<file path="src/rtl/mem_port_arbiter_pkg.sv">
// Shared memory-port request/response types, reset constants and arbiter enums.
// Rev 1.0
`default_nettype none

package mem;

  typedef struct packed {
    logic        en;
    logic [31:0] addr;
    logic [3:0]  be;
  } mem_read_req_t;

  typedef struct packed {
    logic        done;
    logic        valid;
    logic [31:0] addr;
    logic [31:0] data;
  } mem_read_rsp_t;

  typedef struct packed {
    logic        en;
    logic [31:0] addr;
    logic [31:0] data;
    logic [3:0]  mask;
  } mem_write_req_t;

  typedef struct packed {
    logic done;
    logic valid;
  } mem_write_rsp_t;

  localparam mem_read_req_t  mem_read_req_rst  = '0;
  localparam mem_read_rsp_t  mem_read_rsp_rst  = '0;
  localparam mem_write_req_t mem_write_req_rst = '0;
  localparam mem_write_rsp_t mem_write_rsp_rst = '0;

  typedef enum logic [2:0] {
    IDLE  = 3'd0,
    RD_IF = 3'd1,
    RD_DM = 3'd2,
    WR_DM = 3'd3,
    RESP  = 3'd4
  } arb_state_t;

  typedef enum logic [1:0] {
    IF    = 2'd0,
    DM_RD = 2'd1,
    DM_WR = 2'd2
  } arb_owner_t;

  // Response returned to the requester when memory never completes.
  function automatic mem_read_rsp_t read_timeout_rsp(input logic [31:0] addr);
    mem_read_rsp_t rsp;
    rsp       = mem_read_rsp_rst;
    rsp.done  = 1'b1;
    rsp.addr  = addr;
    return rsp;
  endfunction

endpackage

`default_nettype wire

</file>
<file path="src/rtl/mem_port_arbiter_rr.sv">
// Two-way round-robin pick between fetch side and data side with last-grant flop.
// Rev 1.0
`default_nettype none

module mem_arb_rr
  import mem::*;
(
  input  logic clk,
  input  logic rst_n,
  input  logic i_en,
  input  logic i_req_if,
  input  logic i_req_dm,
  output logic o_gnt_if,
  output logic o_gnt_dm
);

  arb_owner_t r_last;
  logic       w_last_dm;

  assign w_last_dm = (r_last != IF);

  // On a tie the side not granted last wins; reset state favours data first.
  always_comb begin
    o_gnt_dm = i_en & i_req_dm & (~i_req_if | ~w_last_dm);
    o_gnt_if = i_en & i_req_if & ~o_gnt_dm;
  end

  always_ff @(posedge clk or negedge rst_n) begin
    if (!rst_n) begin
      r_last <= IF;
    end else if (o_gnt_dm) begin
      r_last <= DM_RD;
    end else if (o_gnt_if) begin
      r_last <= IF;
    end
  end

endmodule

`default_nettype wire

</file>
<file path="src/rtl/mem_port_arbiter.sv">
// Arbitrates fetch reads, data reads and data writes onto one shared memory port pair.
// Rev 1.0
`default_nettype none

module mem_port_arbiter
  import mem::*;
#(
  parameter int unsigned TIMEOUT_CYCLES = 256
) (
  input  logic           clk,
  input  logic           rst_n,
  input  mem_read_req_t  if_read_req,
  output mem_read_rsp_t  if_read_rsp,
  input  mem_read_req_t  dm_read_req,
  output mem_read_rsp_t  dm_read_rsp,
  input  mem_write_req_t dm_write_req,
  output mem_write_rsp_t dm_write_rsp,
  output mem_read_req_t  mem_read_req,
  input  mem_read_rsp_t  mem_read_rsp,
  output mem_write_req_t mem_write_req,
  input  mem_write_rsp_t mem_write_rsp,
  output logic           busy
);

  localparam logic [16:0] TIMEOUT_VAL = 17'(TIMEOUT_CYCLES);

  arb_state_t     r_state;
  arb_state_t     w_state_nxt;
  arb_owner_t     r_owner;
  logic [15:0]    r_cnt;
  mem_read_req_t  r_mem_rd_req;
  mem_write_req_t r_mem_wr_req;
  mem_read_rsp_t  r_rd_rsp;
  mem_write_rsp_t r_wr_rsp;

  logic w_idle;
  logic w_dm_pend;
  logic w_gnt_if;
  logic w_gnt_dm;
  logic w_cnt_hit;

  assign w_idle    = (r_state == IDLE);
  assign w_dm_pend = dm_write_req.en | dm_read_req.en;
  assign w_cnt_hit = (({1'b0, r_cnt} + 17'd1) == TIMEOUT_VAL);

  mem_arb_rr u_rr (
    .clk      (clk),
    .rst_n    (rst_n),
    .i_en     (w_idle),
    .i_req_if (if_read_req.en),
    .i_req_dm (w_dm_pend),
    .o_gnt_if (w_gnt_if),
    .o_gnt_dm (w_gnt_dm)
  );

  always_ff @(posedge clk or negedge rst_n) begin
    if (!rst_n) begin
      r_state <= IDLE;
    end else begin
      r_state <= w_state_nxt;
    end
  end

  // A done sampled together with the timeout hit still counts as a normal completion.
  always_comb begin
    w_state_nxt = r_state;
    case (r_state)
      IDLE: begin
        if (w_gnt_dm) begin
          w_state_nxt = dm_write_req.en ? WR_DM : RD_DM;
        end else if (w_gnt_if) begin
          w_state_nxt = RD_IF;
        end
      end
      RD_IF, RD_DM: begin
        if (mem_read_rsp.done || w_cnt_hit) begin
          w_state_nxt = RESP;
        end
      end
      WR_DM: begin
        if (mem_write_rsp.done || w_cnt_hit) begin
          w_state_nxt = RESP;
        end
      end
      RESP:    w_state_nxt = IDLE;
      default: w_state_nxt = IDLE;
    endcase
  end

  always_ff @(posedge clk or negedge rst_n) begin
    if (!rst_n) begin
      r_owner      <= IF;
      r_cnt        <= '0;
      r_mem_rd_req <= mem_read_req_rst;
      r_mem_wr_req <= mem_write_req_rst;
      r_rd_rsp     <= mem_read_rsp_rst;
      r_wr_rsp     <= mem_write_rsp_rst;
    end else begin
      case (r_state)
        IDLE: begin
          r_cnt <= '0;
          if (w_gnt_dm && dm_write_req.en) begin
            r_owner      <= DM_WR;
            r_mem_wr_req <= dm_write_req;
          end else if (w_gnt_dm) begin
            r_owner      <= DM_RD;
            r_mem_rd_req <= dm_read_req;
          end else if (w_gnt_if) begin
            r_owner      <= IF;
            r_mem_rd_req <= if_read_req;
          end
        end
        RD_IF, RD_DM: begin
          r_cnt <= r_cnt + 16'd1;
          if (mem_read_rsp.done) begin
            r_rd_rsp     <= mem_read_rsp;
            r_mem_rd_req <= mem_read_req_rst;
          end else if (w_cnt_hit) begin
            r_rd_rsp     <= read_timeout_rsp(r_mem_rd_req.addr);
            r_mem_rd_req <= mem_read_req_rst;
          end
        end
        WR_DM: begin
          r_cnt <= r_cnt + 16'd1;
          if (mem_write_rsp.done) begin
            r_wr_rsp     <= mem_write_rsp;
            r_mem_wr_req <= mem_write_req_rst;
          end else if (w_cnt_hit) begin
            r_wr_rsp       <= mem_write_rsp_rst;
            r_wr_rsp.done  <= 1'b1;
            r_mem_wr_req   <= mem_write_req_rst;
          end
        end
        default: begin
        end
      endcase
    end
  end

  assign mem_read_req  = r_mem_rd_req;
  assign mem_write_req = r_mem_wr_req;
  assign busy          = ~w_idle;

  assign if_read_rsp  = (r_state == RESP && r_owner == IF)    ? r_rd_rsp : mem_read_rsp_rst;
  assign dm_read_rsp  = (r_state == RESP && r_owner == DM_RD) ? r_rd_rsp : mem_read_rsp_rst;
  assign dm_write_rsp = (r_state == RESP && r_owner == DM_WR) ? r_wr_rsp : mem_write_rsp_rst;

endmodule

`default_nettype wire
</file>
<file path="config.mk">
export PLATFORM = sky130hd
export DESIGN_NAME = mem_port_arbiter
export DESIGN_NICKNAME = d
export VERILOG_FILES = /design/src/rtl/mem_port_arbiter_pkg.sv /design/src/rtl/mem_port_arbiter_rr.sv /design/src/rtl/mem_port_arbiter.sv
export SDC_FILE = /design/constraint.sdc
export NUM_CORES = 1
export LEC_CHECK = 0
export CAP_MARGIN = 20
export CORE_AREA = 2 2 175 177
export CTS_CLUSTER_DIAMETER = 40
export DETAILED_ROUTE_END_ITERATION = 16
export DIE_AREA = 0 0 177 179
export PLACE_DENSITY = 0.69
export SLEW_MARGIN = 10
export SYNTH_ARGS = -nofsm -noshare
export SYNTH_HDL_FRONTEND = slang
export SYNTH_SLANG_ARGS = --single-unit
</file>
<file path="constraint.sdc">
create_clock -name clk -period 2.86 [get_ports clk]
set_input_delay 0.429 -clock clk [delete_from_list [all_inputs] [get_ports clk]]
set_output_delay 0.429 -clock clk [all_outputs]
set_load 0.01 [all_outputs]
</file>
Word level (Yosys, flattened, before mapping)
Index checks and enable logic that the tools add are counted.

Input bits: 213. Bits in registers: 197.

Reductions and logical operators: 24. $add $sub $neg: 2. Equality and inequality tests: 14. Bitwise logic cells: 10. Muxes and demuxes: 27.

Operators with widths (number): $mux 66 (4); $mux 69 (3); $mux 37 (5); $pmux 69 s2 (1); $pmux 37 s2 (1); $pmux 16 s2 (1); $add 16x1->17 const B (1); $eq 17x9->1 const B (1); $add 16x1->16 const B (1); $reduce_bool 2->1 (7); $mux 2 (6); $mux 3 (4); $ne 3x3->1 const B (3); $pmux 3 s3 (1); $ne 2x2->1 const B (4); $eq 3x2->1 const B (2); $reduce_and 2->1 (3); $reduce_and 3->1 (2); $and 1x1->1 (4); $logic_and 1x1->1 (4); $not 1->1 (4); $reduce_and 4->1 (1); $eq 3x1->1 const B (1); $eq 3x3->1 const B (1); 10 further kinds (12).

Longest topological paths before layout
Word-level depth: 10. Mapped depth: 11. Mapped depth without buffers: 7.

Modules after synthesis
Synthesis repeated with hierarchy kept, for this count alone.

Cell total of the unflattened synthesis: 1023. Area, all modules: 9895.7 µm².

By module, submodules not included: mem_port_arbiter (cells each 1015, instances 1, seq. area each 4879.7 µm², area an instance 9834.4 µm²); mem_arb_rr (cells each 8, instances 1, seq. area each 25.0 µm², area an instance 61.3 µm²).

Least setup slack after synthesis
No wires, ideal clock.

Kind: reg2reg. Start point: reg r_cnt[0]. End point: reg r_mem_wr_req, in the netlist mem_write_req[17]. Library setup time: 0.134 ns. Path slack: 0.305 ns. Arrival time: 2.420 ns. Stages on the path, launching flop included: 12. Cells stage by stage: dfrtp_1 > ha_1 > and3_1 > buf_2 > nor4_1 > a311oi_1 > or4_1 > buf_2 > nor3_4 > buf_4 > buf_6 > nor3_1.

Word-level cells in the longest chain between the ends: 4.

RTL lines: start, declared (RTL line mem_port_arbiter.sv:30) `logic [15:0] r_cnt;`; start signal, assigned (RTL line mem_port_arbiter.sv:114) `r_cnt <= r_cnt + 16'd1;`; start signal, assigned (RTL line mem_port_arbiter.sv:124) `r_cnt <= r_cnt + 16'd1;`; $add 16x1->17 (RTL line mem_port_arbiter.sv:44) `assign w_cnt_hit = (({1'b0, r_cnt} + 17'd1) == TIMEOUT_VAL);`; $eq 17x9->1 (RTL line mem_port_arbiter.sv:44); $ne 3x3->1 (no line); $reduce_and 3->1 (no line); end signal, assigned (RTL line mem_port_arbiter.sv:95) `r_mem_wr_req <= mem_write_req_rst;`; end signal, assigned (RTL line mem_port_arbiter.sv:104) `r_mem_wr_req <= dm_write_req;`; end signal, assigned (RTL line mem_port_arbiter.sv:127) `r_mem_wr_req <= mem_write_req_rst;`; end, declared (RTL line mem_port_arbiter.sv:32) `mem_write_req_t r_mem_wr_req;`.

Every way passes these cells. A chain may end at the register's enable or synchronous reset.

==> summary.txt <==
Detailed routing
  – Detailed-route DRC error count: 0
  – WL final: 39100 um
  – Via density: 5.31
  – DR iter-0 viols: 732
  – DR vias: 10.5k
  – Wirelength per Cell: 19.8 um
  – Pre-antenna DRT Iters: 5
  – Routed Antenna Nets: 0

Synth
  – Synthesized area: 10800 um2
  – Flops & latches, synth: 196
  – Synth cell types: 50
  – Post-Syn Nets: 1373
  – Cells after Synth: 1158
  – Proportion of synthesized area in mux cells: 9.70%
  – Top_reg_cell synth: dfrtp_1
  – Post-synthesis simple-gate area fraction: 22.7%
  – Warnings from Yosys: 0
  – Xor/xnor share of the synthesized area: 0.243%
  – Async S/R FF share, synth: 100%
  – Compound-Gate Fraction of Synth Area: 17.3%
  – Sequential fraction of the synthesis area: 45.3%
  – Post-Synth Adder-Cell Area: 0.231%
  – EDFF count, synth: 0
  – Largest family of logic cells by synthesized area: simple AND/OR/NAND/NOR gates
  – Syn_area_per_cell: 9.35 um2

CTS
  – H-tree levels: 4
  – CTS tree: done
  – Max clock buf depth: 2
  – Clock Sinks: 196
  – Clk_lat worst skew: 0.44 ns
  – Inserted Clock Buffers: 17
  – CTS root buf: clkbuf_16
  – Worst-path clk slew: 0.08 ns

Job
  – Max-Cap Viols: 0

Worst setup path
  – CP Buf/Inv Count: 2
  – Critical path type: reg2out
  – CP arrival: 2.33 ns
  – Endpoint class of the critical path: output pin
  – Start point of the critical path: r_state[0]
  – CP startpoint kind: flop
  – CP required: 2.43 ns
  – Max stage delay on crit path: 0.54 ns
  – Slowest cell on crit path: clkdlybuf4s50_1
  – Largest delay share family, worst path: buffers and inverters
  – FF-to-FF Start: r_cnt[0]
  – Critical Path, Cell by Cell: nor2_4 -> nand2_2 -> nor3_4 -> clkbuf_16 -> and2_1 -> clkdlybuf4s50_1
  – Peak fanout along the critical path: 66

Cells and area
  – NumNets Final: 1779
  – Synth-to-layout area growth: 53.7%
  – Share of cells above drive strength 1: 6.79%
  – Antenna cells: 0

Global routing
  – Number of global-route vias before repair: 10.0k
  – GRT overflow: 0
  – Global-route wire length before repair: 58900 um
  – Largest net degree at the start of global routing: 71
  – Antenna violations before repair: 0
  – GRT Total Usage: 23.8%

Status
  – Failing checks: negative hold slack
  – Outcome: complete, but fails checks

Die
  – Num rows: 64
  – Chip Width: 177 um
  – Total die area: 31700 um2
  – CORE AREA: 30000 um2
  – Initial Util: 36.1%
  – I/O Pins: 454
  – Die Y: 179 um

Timing
  – Fmax: 363 MHz
  – Final worst setup slack: 0.105 ns
  – Fin Hold WS: -0.0122 ns
  – Post-Route Skew: 0.0131 ns
  – Total negative setup slack: 0 ns
  – Worst Tran Pin Value: 0.759 ns
  – Final hold vios: 5
  – Setup Viol. Count Final: 0
  – Fin crit share: 96.3%
  – Worst relative slew slack: 49.2%
  – Final Critical Period: 2.75 ns
  – Fin. max-slew vios: 0

Power and ir drop
  – Pwr per Cell Area: 943 nW/um2
  – Final Power: 15.7 mW
  – Maximum vdd drop: 0.665 mV
  – Lkg Pwr: 7.80 nW

Min path
  – Hold Path Class: in2async

Placement
  – IO Port Bufs: 453
  – Post-detail-place hpwl: 27100 um
  – Place WS: 0.0605 ns
  – Placer Congestion: 0.838
[final cells by class]
| cell class | count | area [um2] |
|---|---|---|
| fill | 2690 | 13400 |
| multi-input combinational | 847 | 5540 |
| timing repair buffer | 500 | 5060 |
| sequential | 196 | 4910 |
| tap | 396 | 495 |
| clock buffer | 17 | 425 |
| clock inverter | 15 | 213 |
| inverter | 2 | 7.51 |
[worst paths after layout]
check	endpoint	slack (ns)	depth (start not counted)
min	mem_write_req[41]	-0.01	1
max reg2reg	mem_write_req[27]	0.15	8
max in group asynchronous	r_rd_rsp[43]	2.05	2
min in group clk	r_rd_rsp[65]	0.49	3
min reg2reg	mem_read_req[32]	0.52	2
max	if_read_rsp[44]	0.11	6
[where the power goes]
group,internal (mW),total (mW),switching [mW]
Combinational,4.10,7.96,3.86
Clock,1.35,2.59,1.24
Sequential,4.05,5.15,1.10
[synthesized netlist by cell type (3+ instances only)]
cell type | count | area share [%]
o31ai_1 | 4 | 0.28
buf_4 | 3 | 0.21
nand3_1 | 7 | 0.32
nand2b_1 | 38 | 2.2
o211ai_1 | 33 | 2.3
and2_1 | 136 | 7.9
buf_2 | 15 | 0.69
dfrtp_1 | 196 | 45
o41ai_1 | 3 | 0.24
nand4_1 | 8 | 0.46
and4_1 | 4 | 0.32
buf_1 | 6 | 0.21
a22oi_1 | 33 | 2.3
nor4_1 | 4 | 0.23
nor3_1 | 74 | 3.4
mux2i_1 | 105 | 9.7
a31oi_1 | 4 | 0.23
o21ai_1 | 10 | 0.46
a2bb2oi_1 | 36 | 2.9
nor2b_1 | 35 | 2.0
nor2_1 | 27 | 0.94
or3_1 | 3 | 0.17
a21oi_1 | 47 | 2.2
nand2_1 | 54 | 1.9
clkbuf_2 | 5 | 0.23
clkbuf_1 | 82 | 2.8
or2_2 | 4 | 0.23
and3_1 | 38 | 2.2
o21ai_0 | 116 | 5.4
[cells in the final DEF (no fill, tap or decap), types with 6 or more instances in the layout]
cell type and instances:
a21oi_1 47, a22oi_1 33, a2bb2oi_1 36, and2_1 133
and3_1 37, buf_12 8, buf_4 32, clkbuf_16 19
clkdlybuf4s50_1 384, dfrtp_1 195, dlygate4sd2_1 49, dlymetal6s2s_1 18
mux2i_1 105, nand2_1 52, nand2b_1 36, nand3_1 6
nand4_1 8, nor2_1 24, nor2b_1 34, nor3_1 73
o211ai_1 33, o21ai_0 115, o21ai_1 10
[per-stage QoR]
| step | instance area (um2) | hold slack [ns] | cells | utilization, % |
|---|---|---|---|---|
| after floorplan | 10800 | 0.133 | 1158 | - |
| after global placement | 15800 | 0.488 | 1931 | 52.7 |
| after detailed placement | 15800 | 0.491 | 1931 | 52.7 |
| after CTS | 16500 | 0.0190 | 1969 | 55.1 |
| after global routing | 16700 | 0.0245 | 1973 | 55.5 |
| final | 16700 | -0.0122 | 1973 | 55.5 |
[cell families (layout without fill, tap and decap cells)]
family	count (synthesis)	count (layout)
adder cells (fa/ha/maj)	2	2
AND/OR/NAND/NOR	438	438
multiplexers	105	105
buffers and inverters	115	534
XOR/XNOR	3	3
AO/OA/AOI/OAI	299	299
flip-flops	196	196
[sequential cells by signal (all words and copies together), names as in the netlist]
signal / count
r_state: 3
r_rd_rsp: 66
mem_write_req: 69
u_rr.r_last: 1
mem_read_req: 37
r_owner: 2
r_cnt: 16
r_wr_rsp: 2
[routing by layer]
| metal | GRT usage (%) | up-vias | share of wire [%] |
|---|---|---|---|
| met4 | 6.47 | 0 | 1.8 |
| met3 | 6.21 | 38 | 7.8 |
| met2 | 40.3 | 408 | 49 |
| li1 | - | 4932 | - |
| met1 | 30.1 | 5105 | 41 |
| met5 | 0 | - | 0 |
[repair_timing]
item	4_1_cts	5_1_grt
hold buffers	0	0
pin swaps	1	2
buffers inserted	4	2
resized for setup	58	26
setup endpoints to repair	132	222
cloned	2	2
No activity file was read; power rests on OpenSTA's default activity.
